## src/rtl/stream_buffer.sv

```systemverilog
// Registered-output FIFO stream buffer with valid/ready on both sides.
// Optional statistics ports (peak occupancy, stall cycles) are enabled by defining STREAM_BUFFER_STATS_EN.
module stream_buffer #(
  parameter int WIDTH       = 16,
  parameter int DEPTH       = 16,
  parameter int AFULL_LEVEL = DEPTH - 2
) (
  input  logic                       i_clock,
  input  logic                       i_reset,
  input  logic                       i_flush,
  input  logic [WIDTH-1:0]           i_in_data,
  input  logic                       i_in_valid,
  output logic                       o_in_ready,
  output logic [WIDTH-1:0]           o_out_data,
  output logic                       o_out_valid,
  input  logic                       i_out_ready,
  output logic [$clog2(DEPTH+1)-1:0] o_count,
  output logic                       o_almost_full
`ifdef STREAM_BUFFER_STATS_EN
  ,
  output logic [$clog2(DEPTH+1)-1:0] o_peak_count,
  output logic [31:0]                o_stall_cycles
`endif
);

  localparam int AW = $clog2(DEPTH);
  localparam int CW = $clog2(DEPTH + 1);
  localparam logic [CW-1:0] FULL_LEVEL = CW'(DEPTH);
  localparam logic [CW-1:0] AFULL_C    = CW'(AFULL_LEVEL);

  logic [WIDTH-1:0] mem [DEPTH];
  logic [AW-1:0]    wr_ptr;
  logic [AW-1:0]    rd_ptr;
  logic [AW-1:0]    rd_next_ptr;
  logic [CW-1:0]    count;
  logic [CW-1:0]    count_n;
  logic [WIDTH-1:0] head;
  logic [WIDTH-1:0] head_n;
  logic             push;
  logic             pop;

  // Handshake: a word moves on a rising edge when valid and ready are both high;
  // ready never depends on the same side's valid, and out-side ready does not feed in_ready.
  assign o_in_ready    = !i_reset && (count < FULL_LEVEL);
  assign o_out_valid   = (count != '0);
  assign o_out_data    = head;
  assign o_count       = count;
  assign o_almost_full = (count >= AFULL_C);

  assign push        = i_in_valid && o_in_ready;
  assign pop         = o_out_valid && i_out_ready;
  assign rd_next_ptr = rd_ptr + AW'(1);

  always_comb begin
    count_n = count;
    head_n  = head;
    if (i_flush) begin
      count_n = '0;
    end else begin
      case ({push, pop})
        2'b10:   count_n = count + CW'(1);
        2'b01:   count_n = count - CW'(1);
        default: count_n = count;
      endcase
      // The head register is refilled from storage, or straight from the input
      // when the incoming word becomes the new head.
      if (pop && (count != CW'(1))) begin
        head_n = mem[rd_next_ptr];
      end else if (push && ((count == '0) || pop)) begin
        head_n = i_in_data;
      end
    end
  end

  always_ff @(posedge i_clock or posedge i_reset) begin
    if (i_reset) begin
      wr_ptr <= '0;
      rd_ptr <= '0;
      count  <= '0;
      head   <= '0;
    end else if (i_flush) begin
      wr_ptr <= rd_ptr;
      count  <= '0;
    end else begin
      if (push) wr_ptr <= wr_ptr + AW'(1);
      if (pop)  rd_ptr <= rd_next_ptr;
      count <= count_n;
      head  <= head_n;
    end
  end

  always_ff @(posedge i_clock) begin
    if (push && !i_flush) mem[wr_ptr] <= i_in_data;
  end

`ifdef STREAM_BUFFER_STATS_EN
  logic [CW-1:0] peak;
  logic [31:0]   stall;

  always_ff @(posedge i_clock or posedge i_reset) begin
    if (i_reset) begin
      peak  <= '0;
      stall <= '0;
    end else if (i_flush) begin
      peak  <= '0;
      stall <= '0;
    end else begin
      if (count_n > peak) peak <= count_n;
      if (i_in_valid && !o_in_ready && (stall != '1)) stall <= stall + 32'd1;
    end
  end

  assign o_peak_count   = peak;
  assign o_stall_cycles = stall;
`endif

endmodule
```

## config.mk

```make
export PLATFORM = sky130hd
export DESIGN_NAME = stream_buffer
export DESIGN_NICKNAME = d
export VERILOG_FILES = /design/src/rtl/stream_buffer.sv
export SDC_FILE = /design/constraint.sdc
export NUM_CORES = 1
export LEC_CHECK = 0
export CAP_MARGIN = 20
export CORE_MARGIN = 4
export CORE_UTILIZATION = 65
export DETAILED_ROUTE_END_ITERATION = 10
export GPL_TIMING_DRIVEN = 0
export PLACE_DENSITY = 0.84
export SLEW_MARGIN = 20
export SYNTH_ARGS = -nofsm -noshare
export SYNTH_HDL_FRONTEND = slang
export SYNTH_SLANG_ARGS = --single-unit
```

## constraint.sdc

```tcl
create_clock -name i_clock -period 7.4 [get_ports i_clock]
set_input_delay 1.11 -clock i_clock [delete_from_list [all_inputs] [get_ports i_clock]]
set_output_delay 1.11 -clock i_clock [all_outputs]
set_load 0.03 [all_outputs]
```

==> impl_metrics.tcl <==
set metrics [dict create \
    core-area_um2 17500 \
    synth_nets 668 \
    grt_pass1_wl_um 42600 \
    synth_fa_ha_area_frac 0.0104 \
    p_seq_frac 0.356 \
    clockPowerShare 0.237 \
    numClockSinks 285 \
    die_h_um 142 \
    synth_top_family_by_area "multiplexers" \
    post_synth_xor_area_fraction 0.00819 \
    p_sw_w 0.00193 \
    grt_pass1_vias 6924 \
    synth-compound-area-share 0.0479 \
    status "finished clean" \
    final-instance-count-excl-fill 977 \
    seq_area_frac_synth 0.716 \
    setup-violations-final 0 \
    regArea_um2 8410 \
    cts_buffer_depth 3 \
    wirelength_um 27700 \
    yosys_register_bits 285 \
    synthDistinctLibCells 53 \
    p_int_w 0.00355 \
    hpwlAfterDp_um 18000 \
    swShare 0.352 \
    placed_area_um2 12800 \
    synth_mux_area_frac 0.125 \
    setup_slack_ns 3.81 \
    grt-ovfl-total 0 \
    insertedDiodeCount 0 \
    yosys_most_used_dff "edfxtp_1" \
    synth-edff-count 256 \
    critical_path_class "reg -> out" \
    viasPerCell 6.88 \
    multi_input_area_um2 3060 \
    avgRoutedWirePerCell_um 28.4 \
    htree_levels 1 \
    worst_slew_pin_slew_ns 0.834 \
    io_buffers 44 \
    arrival_ns 2.48 \
    hold_buffers 0 \
    cts_resized 0 \
    worst_hold_slack_ns 0.508 \
    power.leakage_nw 4.57 \
    root_buffer "clkbuf_16" \
    report.final.hold_viol_count 0 \
    layout-drive-gt1-share 0.246 \
    postSynthAreaPerCell_um2 18.4 \
    dr_total_vias 6725 \
    hold_path_class "reg -> reg" \
    async_flop_share 0.102 \
    num_rows 48 \
    worstPathRequired_ns 6.29 \
    critPathCaptureType "output port" \
    finalCriticalPeriod_ns 3.59 \
    r2r_slack_ns 4.42 \
    antenna_found_initial 0 \
    fp.dieArea_um2 20300 \
    p_comb_frac 0.407 \
    maxCapViolCount 0 \
    cts_tree "yes" \
    critPathMaxFanout 8 \
    start_kind "flip-flop" \
    netlist_area_um2 11800 \
    rsz0062_at_grt "no" \
    drc 0 \
    synth_cells 638 \
    gp_congestion 0.907 \
    numCtsBuffers 27 \
    dp_slack_ns 3.56 \
    drtAntennaViolNets 0 \
    syn_to_final_growth_pct 15.5 \
    drt-pass1-iter-count 6 \
    finClkSkew_ns 0.0116 \
    timing.final.max_slew_violations 0 \
    dp.cells 927 \
    start_util 0.670 \
    post-cts-setup-buffers 0 \
    design_area_um2 13600 \
    vdd_drop_max_v 0.000390 \
    die_x_um 142 \
    cts.clk_slew.worst_paths_ns 0.06 \
    ios 45 \
    post-route-period-util 0.486 \
    nNetsFinal 761 \
    synth_warnings 0 \
    n_fill_cell 915 \
    synth-simple-area-share 0.0645 \
    final_common_cell "edfxtp_1" \
    layout_common_cells "edfxtp_1, mux4_2, clkdlybuf4s50_1" \
    relSlewSlack 0.444 \
    fin_tns_setup_ns 0 \
    clock.fmax_mhz 278 \
    grt_max_degree 30 \
    clk_latency_ns 0.53 \
    power_density_nw_per_um2 403 \
    grtUsageTotal 0.286 \
    drt_iter0_drc 806 \
]
## kinds of logic after synthesis
logic type | count (synthesis)
flip-flops | 285
AND/OR/NAND/NOR | 137
AO/OA/AOI/OAI | 69
multiplexers | 67
buffers and inverters | 59
XOR/XNOR | 11
adder cells (fa/ha/maj) | 10
## per-stage QoR
| step | utilization | total power, W |
|---|---|---|
| 6_report | 0.775 | 0.00547 |
| 5_1_grt | 0.775 | 0.00568 |
| 4_1_cts | 0.775 | 0.00545 |
| 3_5_place_dp | 0.727 | 0.00413 |
| 3_3_place_gp | 0.712 | 0.00403 |
| 2_1_floorplan | - | 0.00345 |
## registers in the layout, indices dropped and copies added, names as in the netlist
name,flops
o_count,5
o_out_data,16
mem,256
wr_ptr,4
rd_ptr,4
## power by group through the flow
stage | clock network [W] | registers, W | logic [W]
detailed placement | 0 | 0.00198 | 0.00216
floorplan | 0 | 0.00206 | 0.00139
finish | 0.00130 | 0.00195 | 0.00223
global placement | 0 | 0.00197 | 0.00206
global route | 0.00138 | 0.00196 | 0.00234
CTS | 0.00130 | 0.00194 | 0.00221
## Yosys cell counts, types with 8 or more instances
master      n  area share
nor2_1     37       0.012
o31ai_1    11      0.0070
mux4_2     64        0.12
dfrtp_1    29       0.062
buf_6       8      0.0077
edfxtp_1  256        0.65
ha_1        9      0.0096
xnor2_1     9      0.0067
clkbuf_1   10      0.0032
a32oi_1    15       0.011
inv_1      23      0.0073
nor2b_1    21       0.011
a21boi_0   15      0.0096
buf_2      11      0.0047
nor4_1     10      0.0053
nand2_1    29      0.0093
and2b_1    10      0.0064
## path summary, 6_finish.rpt
check	startpoint	endpoint	cells past startpoint
worst max register to register	rd_ptr[1]	o_out_data[15]	8
max in group asynchronous	i_reset	o_out_data[9]	2
min in group asynchronous	i_reset	o_count[2]	2
worst max-delay path	o_count[1]	o_out_valid	4
worst min register to register	o_out_data[14]	o_out_data[14]	2
worst min-delay path	o_out_data[14]	o_out_data[14]	2
## worst max-delay path, cell delays in order, from the launching register on
cell	delay, ns
dfrtp_1	0.47
inv_1	0.16
ha_1	0.20
or4b_4	0.51
clkdlybuf4s50_1	0.61
## final cells by class
type	count	share of cell area
flip-flops and latches	285	0.619
multi-input cells	294	0.226
clock inverters	12	0.00589
plain buffers	36	0.0179
clock buffers	38	0.0550
well taps	225	0.0207
inverters	23	0.00636
repair buffers	64	0.0493
## metal layers
metal  vias to the layer above  track usage  share of wire
met5                         -            0              0
met4                         0        0.123          0.056
met3                       118       0.0558           0.10
met2                       506        0.468           0.49
met1                      3372        0.381           0.35
li1                       2729            -              -
Note: power is estimated with default switching activity, not from simulation.
